<file path="src/rtl/fetch_stage_pkg.sv">
`default_nettype none
// ============================================================================
// Module   : if_pkg
// Brief    : Shared widths, reset PC, PC step and queue entry type for the
//            instruction-fetch stage.
// Revision : 1.0
// ============================================================================
package if_pkg;

    localparam int XLEN    = 32;
    localparam int INSTR_W = 32;

    localparam logic [XLEN-1:0] DEFAULT_RESET_PC = 32'h0000_0000;
    localparam logic [XLEN-1:0] PC_STEP          = 32'd4;

    typedef struct packed {
        logic [INSTR_W-1:0] instr;
        logic [XLEN-1:0]    pc;
    } fetch_entry_t;

endpackage
`default_nettype wire

</file>
<file path="src/rtl/fetch_stage_if.sv">
`default_nettype none
// ============================================================================
// Module   : fetch_stage_if
// Brief    : Control, instruction-memory and fetch-to-decode signal bundle.
//            Performance counter outputs exist only when IF_PERF_EN is defined.
// Revision : 1.0
// ============================================================================
interface fetch_stage_if;
    import if_pkg::*;

    logic               stall;
    logic               redirect;
    logic [XLEN-1:0]    redirect_pc;

    logic               imem_rd;
    logic [XLEN-1:0]    imem_addr;
    logic [INSTR_W-1:0] imem_rdata;

    logic               ifid_valid;
    logic [INSTR_W-1:0] ifid_instr;
    logic [XLEN-1:0]    ifid_pc;

`ifdef IF_PERF_EN
    logic [31:0]        perf_fetched;
    logic [31:0]        perf_stall;
    logic [31:0]        perf_redirect;
`endif

    // Fetch stage side
    modport master (
        input  stall, redirect, redirect_pc, imem_rdata,
`ifdef IF_PERF_EN
        output perf_fetched, perf_stall, perf_redirect,
`endif
        output imem_rd, imem_addr, ifid_valid, ifid_instr, ifid_pc
    );

    // Environment side: decode, execute and instruction memory
    modport slave (
        output stall, redirect, redirect_pc, imem_rdata,
`ifdef IF_PERF_EN
        input  perf_fetched, perf_stall, perf_redirect,
`endif
        input  imem_rd, imem_addr, ifid_valid, ifid_instr, ifid_pc
    );

endinterface
`default_nettype wire

</file>
<file path="src/rtl/fetch_stage_fifo.sv">
`default_nettype none
// ============================================================================
// Module   : fetch_fifo
// Brief    : Two-entry {instr, pc} queue with push, pop, synchronous clear and
//            asynchronous reset; exposes occupancy and the head entry.
// Revision : 1.0
// ============================================================================
module fetch_fifo
    import if_pkg::*;
(
    input  wire logic         clk,
    input  wire logic         rst,
    input  wire logic         i_clear,
    input  wire logic         i_push,
    input  wire logic         i_pop,
    input  wire fetch_entry_t i_push_entry,
    output      logic [1:0]   o_count,
    output      fetch_entry_t o_head
);

    fetch_entry_t r_mem [2];
    logic         r_rd_ptr;
    logic         r_wr_ptr;
    logic [1:0]   r_count;

    logic         w_pop;
    logic         w_push;

    assign w_pop  = i_pop  & (r_count != 2'd0);
    assign w_push = i_push & ((r_count != 2'd2) | w_pop);

    always_ff @(posedge clk or posedge rst) begin
        if (rst) begin
            r_rd_ptr <= 1'b0;
            r_wr_ptr <= 1'b0;
            r_count  <= 2'd0;
        end else if (i_clear) begin
            r_rd_ptr <= 1'b0;
            r_wr_ptr <= 1'b0;
            r_count  <= 2'd0;
        end else begin
            if (w_push) r_wr_ptr <= ~r_wr_ptr;
            if (w_pop)  r_rd_ptr <= ~r_rd_ptr;
            case ({w_push, w_pop})
                2'b10:   r_count <= r_count + 2'd1;
                2'b01:   r_count <= r_count - 2'd1;
                default: r_count <= r_count;
            endcase
        end
    end

    // Payload storage needs no reset: it is masked whenever the queue is empty
    always_ff @(posedge clk) begin
        if (w_push && !i_clear) begin
            r_mem[r_wr_ptr] <= i_push_entry;
        end
    end

    assign o_count = r_count;
    assign o_head  = (r_count != 2'd0) ? r_mem[r_rd_ptr] : '0;

    a_count_max: assert property (@(posedge clk) disable iff (rst) r_count <= 2'd2);

endmodule
`default_nettype wire

</file>
<file path="src/rtl/fetch_stage.sv">
`default_nettype none
// ============================================================================
// Module   : fetch_stage
// Brief    : Program counter, memory issue and inflight/kill tracking feeding
//            a two-entry queue toward decode. IF_PERF_EN adds perf counters.
// Revision : 1.0
// ============================================================================
module fetch_stage
    import if_pkg::*;
#(
    parameter logic [XLEN-1:0] RESET_PC = DEFAULT_RESET_PC
) (
    input  wire logic     clk,
    input  wire logic     rst,
    fetch_stage_if.master bus
);

    logic [XLEN-1:0] r_pc;
    logic [XLEN-1:0] r_issue_pc;
    logic            r_inflight;
    logic            r_kill;

    logic [1:0]      w_count;
    fetch_entry_t    w_head;
    fetch_entry_t    w_push_entry;
    logic            w_valid;
    logic            w_pop;
    logic            w_push;
    logic            w_issue;
    logic [2:0]      w_occupancy;

    assign w_valid = (w_count != 2'd0);
    assign w_pop   = w_valid & ~bus.stall;

    // Pop only happens with a non-empty queue, so the subtraction cannot wrap
    assign w_occupancy = {1'b0, w_count} + {2'b00, r_inflight} - {2'b00, w_pop};
    assign w_issue     = ~rst & ~bus.redirect & (w_occupancy < 3'd2);

    assign w_push       = r_inflight & ~r_kill;
    assign w_push_entry = '{instr: bus.imem_rdata, pc: r_issue_pc};

    always_ff @(posedge clk or posedge rst) begin
        if (rst) begin
            r_pc       <= RESET_PC;
            r_issue_pc <= RESET_PC;
            r_inflight <= 1'b0;
            r_kill     <= 1'b0;
        end else begin
            r_inflight <= w_issue;
            if (bus.redirect) begin
                r_pc   <= {bus.redirect_pc[XLEN-1:2], 2'b00};
                r_kill <= r_inflight;
            end else begin
                r_kill <= 1'b0;
                if (w_issue) begin
                    r_pc       <= r_pc + PC_STEP;
                    r_issue_pc <= r_pc;
                end
            end
        end
    end

    fetch_fifo u_fifo (
        .clk          (clk),
        .rst          (rst),
        .i_clear      (bus.redirect),
        .i_push       (w_push),
        .i_pop        (w_pop),
        .i_push_entry (w_push_entry),
        .o_count      (w_count),
        .o_head       (w_head)
    );

    assign bus.imem_rd    = w_issue;
    assign bus.imem_addr  = r_pc;
    assign bus.ifid_valid = w_valid;
    assign bus.ifid_instr = w_head.instr;
    assign bus.ifid_pc    = w_head.pc;

`ifdef IF_PERF_EN
    logic [31:0] r_perf_fetched;
    logic [31:0] r_perf_stall;
    logic [31:0] r_perf_redirect;

    always_ff @(posedge clk or posedge rst) begin
        if (rst) begin
            r_perf_fetched  <= 32'd0;
            r_perf_stall    <= 32'd0;
            r_perf_redirect <= 32'd0;
        end else begin
            if (w_pop)                r_perf_fetched  <= r_perf_fetched + 32'd1;
            if (w_valid && bus.stall) r_perf_stall    <= r_perf_stall + 32'd1;
            if (bus.redirect)         r_perf_redirect <= r_perf_redirect + 32'd1;
        end
    end

    assign bus.perf_fetched  = r_perf_fetched;
    assign bus.perf_stall    = r_perf_stall;
    assign bus.perf_redirect = r_perf_redirect;
`endif

endmodule
`default_nettype wire

</file>
<file path="src/flat_wrapper.sv">
// flat-port wrapper written by rule: the top's interface ports become plain ports
module fetch_stage_flat import if_pkg::*;
#(
    parameter logic [XLEN-1:0] RESET_PC = DEFAULT_RESET_PC
)
  (clk, rst, bus_stall, bus_redirect, bus_redirect_pc, bus_imem_rdata, bus_imem_rd, bus_imem_addr, bus_ifid_valid, bus_ifid_instr, bus_ifid_pc);
  fetch_stage_if bus_i ();
  input  wire logic clk;
  input  wire logic rst;
  input wire logic [$bits(bus_i.stall)-1:0] bus_stall;
  input wire logic [$bits(bus_i.redirect)-1:0] bus_redirect;
  input wire logic [$bits(bus_i.redirect_pc)-1:0] bus_redirect_pc;
  input wire logic [$bits(bus_i.imem_rdata)-1:0] bus_imem_rdata;
  output wire logic [$bits(bus_i.imem_rd)-1:0] bus_imem_rd;
  output wire logic [$bits(bus_i.imem_addr)-1:0] bus_imem_addr;
  output wire logic [$bits(bus_i.ifid_valid)-1:0] bus_ifid_valid;
  output wire logic [$bits(bus_i.ifid_instr)-1:0] bus_ifid_instr;
  output wire logic [$bits(bus_i.ifid_pc)-1:0] bus_ifid_pc;
  assign bus_i.stall = bus_stall;
  assign bus_i.redirect = bus_redirect;
  assign bus_i.redirect_pc = bus_redirect_pc;
  assign bus_i.imem_rdata = bus_imem_rdata;
  assign bus_imem_rd = bus_i.imem_rd;
  assign bus_imem_addr = bus_i.imem_addr;
  assign bus_ifid_valid = bus_i.ifid_valid;
  assign bus_ifid_instr = bus_i.ifid_instr;
  assign bus_ifid_pc = bus_i.ifid_pc;
  fetch_stage #(.RESET_PC(RESET_PC)) u_core (.clk(clk), .rst(rst), .bus(bus_i));
endmodule
</file>
<file path="config.mk">
export PLATFORM = sky130hd
export DESIGN_NAME = fetch_stage_flat
export DESIGN_NICKNAME = d
export VERILOG_FILES = /design/src/rtl/fetch_stage_pkg.sv /design/src/rtl/fetch_stage_if.sv /design/src/rtl/fetch_stage_fifo.sv /design/src/rtl/fetch_stage.sv /design/src/flat_wrapper.sv
export SDC_FILE = /design/constraint.sdc
export NUM_CORES = 1
export LEC_CHECK = 0
export ABC_AREA = 1
export CAP_MARGIN = 0
export CORE_MARGIN = 2
export CORE_UTILIZATION = 45
export CTS_BUF_LIST = sky130_fd_sc_hd__clkbuf_8
export CTS_CLUSTER_SIZE = 16
export DETAILED_ROUTE_END_ITERATION = 6
export PLACE_DENSITY = 0.71
export REMOVE_ABC_BUFFERS = 1
export SLEW_MARGIN = 0
export SYNTH_ARGS = -nofsm -noshare
export SYNTH_HDL_FRONTEND = slang
export SYNTH_SLANG_ARGS = --single-unit
export TNS_END_PERCENT = 100
</file>
<file path="constraint.sdc">
create_clock -name clk -period 5.83 [get_ports clk]
set_clock_uncertainty 0.1 [all_clocks]
set_input_delay 1.749 -clock clk [delete_from_list [all_inputs] [get_ports clk]]
set_output_delay 1.749 -clock clk [all_outputs]
set_load 0.1 [all_outputs]
</file>
==> key figures <==
Detailed routing
  • DR top layer: met4
  • Final WL: 19,880 µm
  • WL per Instance: 15.69 µm
  • Post-DRT Antenna Nets: 0
  • Iter 0 DRT Violations: 376
  • Via-per-instance ratio: 5.023
  • WL met1: 9044 µm
  • DRC viols: 0
  • Met3 routed WL: 955 µm
  • DR pass1 iterations: 5
  • Metal2 WL: 9504 µm
  • Via count: 6,364

Synth
  • Fraction of registers with async set/reset: 34.74%
  • Distinct cells, synth: 29
  • Ys Warns: 0
  • Seq/Total Area, Yosys: 63.81%
  • Top cells by area, synth: edfxtp_1 (44%), dfrtp_1 (20%), nand2_1 (13%)
  • Cells after synthesis: 868
  • Synthesized area per cell: 9.704 µm²
  • Cell Area, Synth: 0.008423 mm²
  • Post-synthesis register bit count: 190
  • Main flop type after synthesis: edfxtp_1
  • Post-synth EDFFs: 124
  • Area share of the largest cell type after synthesis: 44.21%
  • Post-synth top area cell: edfxtp_1

STA
  • Final hold vios: 0
  • Unrepaired setup endpoints after global routing: no
  • Final setup viols: 0
  • Max-slew violation count: 0
  • Fin crit period: 5.458 ns
  • Worst hold slack: 0.3748 ns
  • Fraction of the cycle the final worst path needs: 93.62%
  • Max_slew headroom: 31.19%
  • Max Freq: 183.2 MHz
  • Pin slew with the least headroom to its limit: 1.029 ns

Global route
  • Number of global-route vias before repair: 6,129
  • Initial antenna violation count: 0
  • GR Overflow Total: 0
  • Global-route wire length before repair: 31,860 µm
  • Total GRT Usage: 20.63%
  • Largest net degree at the start of global routing: 75

Cells and area
  • Nets: 1,092
  • Antenna cell count: 0
  • Non-Filler Instances: 1,267
  • Syn-to-layout area delta: 24.00%
  • Fillers: 1,656
  • Commonest non-fill, non-tap cell in the layout: nand2_1
  • Layout cell share with drive strength beyond 1: 13.07%
  • Most frequent cells in the layout: nand2_1 (295), edfxtp_1 (124), clkdlybuf4s50_1 (95)

Clocking
  • Clock tree buffer depth: 2
  • CTS clk-pin slew, worst paths: 0.09 ns
  • Clock root buffer: clkbuf_8
  • CTS tree: yes
  • CTS H-Tree Depth: 4
  • Setup Buffers After CTS: 0
  • Sink Count: 190
  • Clk Latency, worst-skew pair: 0.45 ns
  • TritonCTS Buffers: 17

Critical path
  • Crit path largest cell delay: 0.48 ns
  • Data arrival, critical path: 3.61 ns
  • CP Class: primary input to output pin
  • Largest fanout on the critical path: 3
  • Crit path capture type: output pin
  • Critical path's slowest cell: fa_1
  • Crit start category: primary input
  • Crit path required time: 3.98 ns
  • Worst path cell trace: dlymetal6s2s_1 -> nor2_2 -> ha_1 -> or2_2 -> fa_1 -> nand2_1 -> nor2_1 -> nand2_2 -> inv_2 -> buf_12

Die
  • Cell Rows: 50
  • Starting Density: 45.49%
  • Die Span Y: 140.8 µm
  • Die width: 140.8 µm
  • Area of the core: 0.01852 mm²
  • Total die area: 0.01983 mm²
  • Io pins: 166

Place
  • Cells after DPL: 1,236
  • DP HPWL: 12,780 µm
  • RePlAce Congestion: 0.8620
  • Port-buffer cells: 159

Run status
  • Status: finished, final reports clean

Run
  • Max-cap violations: 0

Min path
  • HP Class: flop to flop
-- cell families (layout without fill, tap and decap cells) --
kind of cell	count (synthesis)	in the layout	share of synthesized area, %
AND/OR/NAND/NOR	471	471	23.95
flip-flops	190	190	63.81
AO/OA/AOI/OAI	98	98	5.942
XOR/XNOR	1	1	0.1040
adder cells (fa/ha/maj)	3	3	0.5347
other	1	4	0.04452
buffers and inverters	104	266	5.615
-- final timing paths --
path	start	endpoint	slack [ns]	cells past startpoint
max	bus_stall	bus_imem_rd	0.37	10
min	u_core.r_issue_pc[17]$_DFFE_PP0P_	u_core.u_fifo.r_mem[0][17]$_DFFE_PP_	0.37	0
max reg2reg	u_core.u_fifo.o_count[1]$_DFFE_PP0P_	u_core.bus.imem_addr[5]$_DFFE_PP0P_	2.24	14
min reg2reg	u_core.r_issue_pc[17]$_DFFE_PP0P_	u_core.u_fifo.r_mem[0][17]$_DFFE_PP_	0.37	0
max in group asynchronous	rst	u_core.u_fifo.r_rd_ptr$_DFFE_PP0P_	3.19	3
min in group asynchronous	rst	u_core.bus.imem_addr[7]$_DFFE_PP0P_	1.85	3
-- synthesized netlist by cell type, types with 2 or more instances --
master	number
nor2_4	10
o211ai_1	4
buf_1	4
a21oi_1	66
nand4_1	4
nor2_1	76
dfrtp_1	66
edfxtp_1	124
clkbuf_1	18
nand3b_1	7
buf_4	4
or2_2	2
o21ai_1	3
nor2_2	8
nand2_1	295
o21ai_0	25
inv_2	2
nand3_2	5
nand3_1	63
buf_6	5
ha_1	2
buf_2	9
inv_1	60
-- final cells by class --
cell class,count,area (µm²),area share [%]
Clock inverter,14,152.6,1.461
Timing Repair Buffer,172,1546,14.81
Tap cell,234,292.8,2.803
Inverter,63,239.0,2.288
Sequential cell,190,5376,51.47
Clock buffer,17,234.0,2.240
Multi-Input combinational cell,577,2604,24.93
-- per-layer routing --
layer	up-vias	global-route usage (%)
met3	26	3.329
li1	3150	-
met5	-	0
met4	0	7.632
met1	3002	27.68
met2	186	34.17
-- stage by stage --
| step | worst slack [ns] | cell area [µm²] | utilization [%] | TNS, ns |
|---|---|---|---|---|
| 2_1_floorplan | -1.137 | 8200 | - | -1.137 |
| 3_3_place_gp | -0.04093 | 10050 | 54.29 | -0.04093 |
| 3_5_place_dp | -0.05083 | 10050 | 54.29 | -0.05083 |
| 4_1_cts | 0.02327 | 10440 | 56.38 | 0 |
| 5_1_grt | 0.2986 | 10450 | 56.41 | 0 |
| 6_report | 0.3721 | 10450 | 56.41 | 0 |
-- sequential cells by signal, indices dropped and copies added (netlist names) --
register                cells
u_core.bus.imem_addr       30
u_core.r_inflight           1
u_core.r_issue_pc          30
u_core.r_kill               1
u_core.u_fifo.o_count       2
u_core.u_fifo.r_mem       124
u_core.u_fifo.r_rd_ptr      1
u_core.u_fifo.r_wr_ptr      1
-- worst max-delay path: cells and delay by family --
family,cells,cell delay (ns)
buffers and inverters,3,0.46
adders and majority gates,2,0.71
and+or+nand+nor,5,0.68
-- what timing repair did --
| action | 4_1_cts | 5_1_grt |
|---|---|---|
| resized for setup | 1 | 2 |
| pin swaps | 0 | 0 |
| endpoints found under the setup margin | 1 | 1 |
| hold buffers | 0 | 0 |
Power is not shown: default switching activity piles up to over one toggle a cycle in this logic, so the estimate is an artifact.
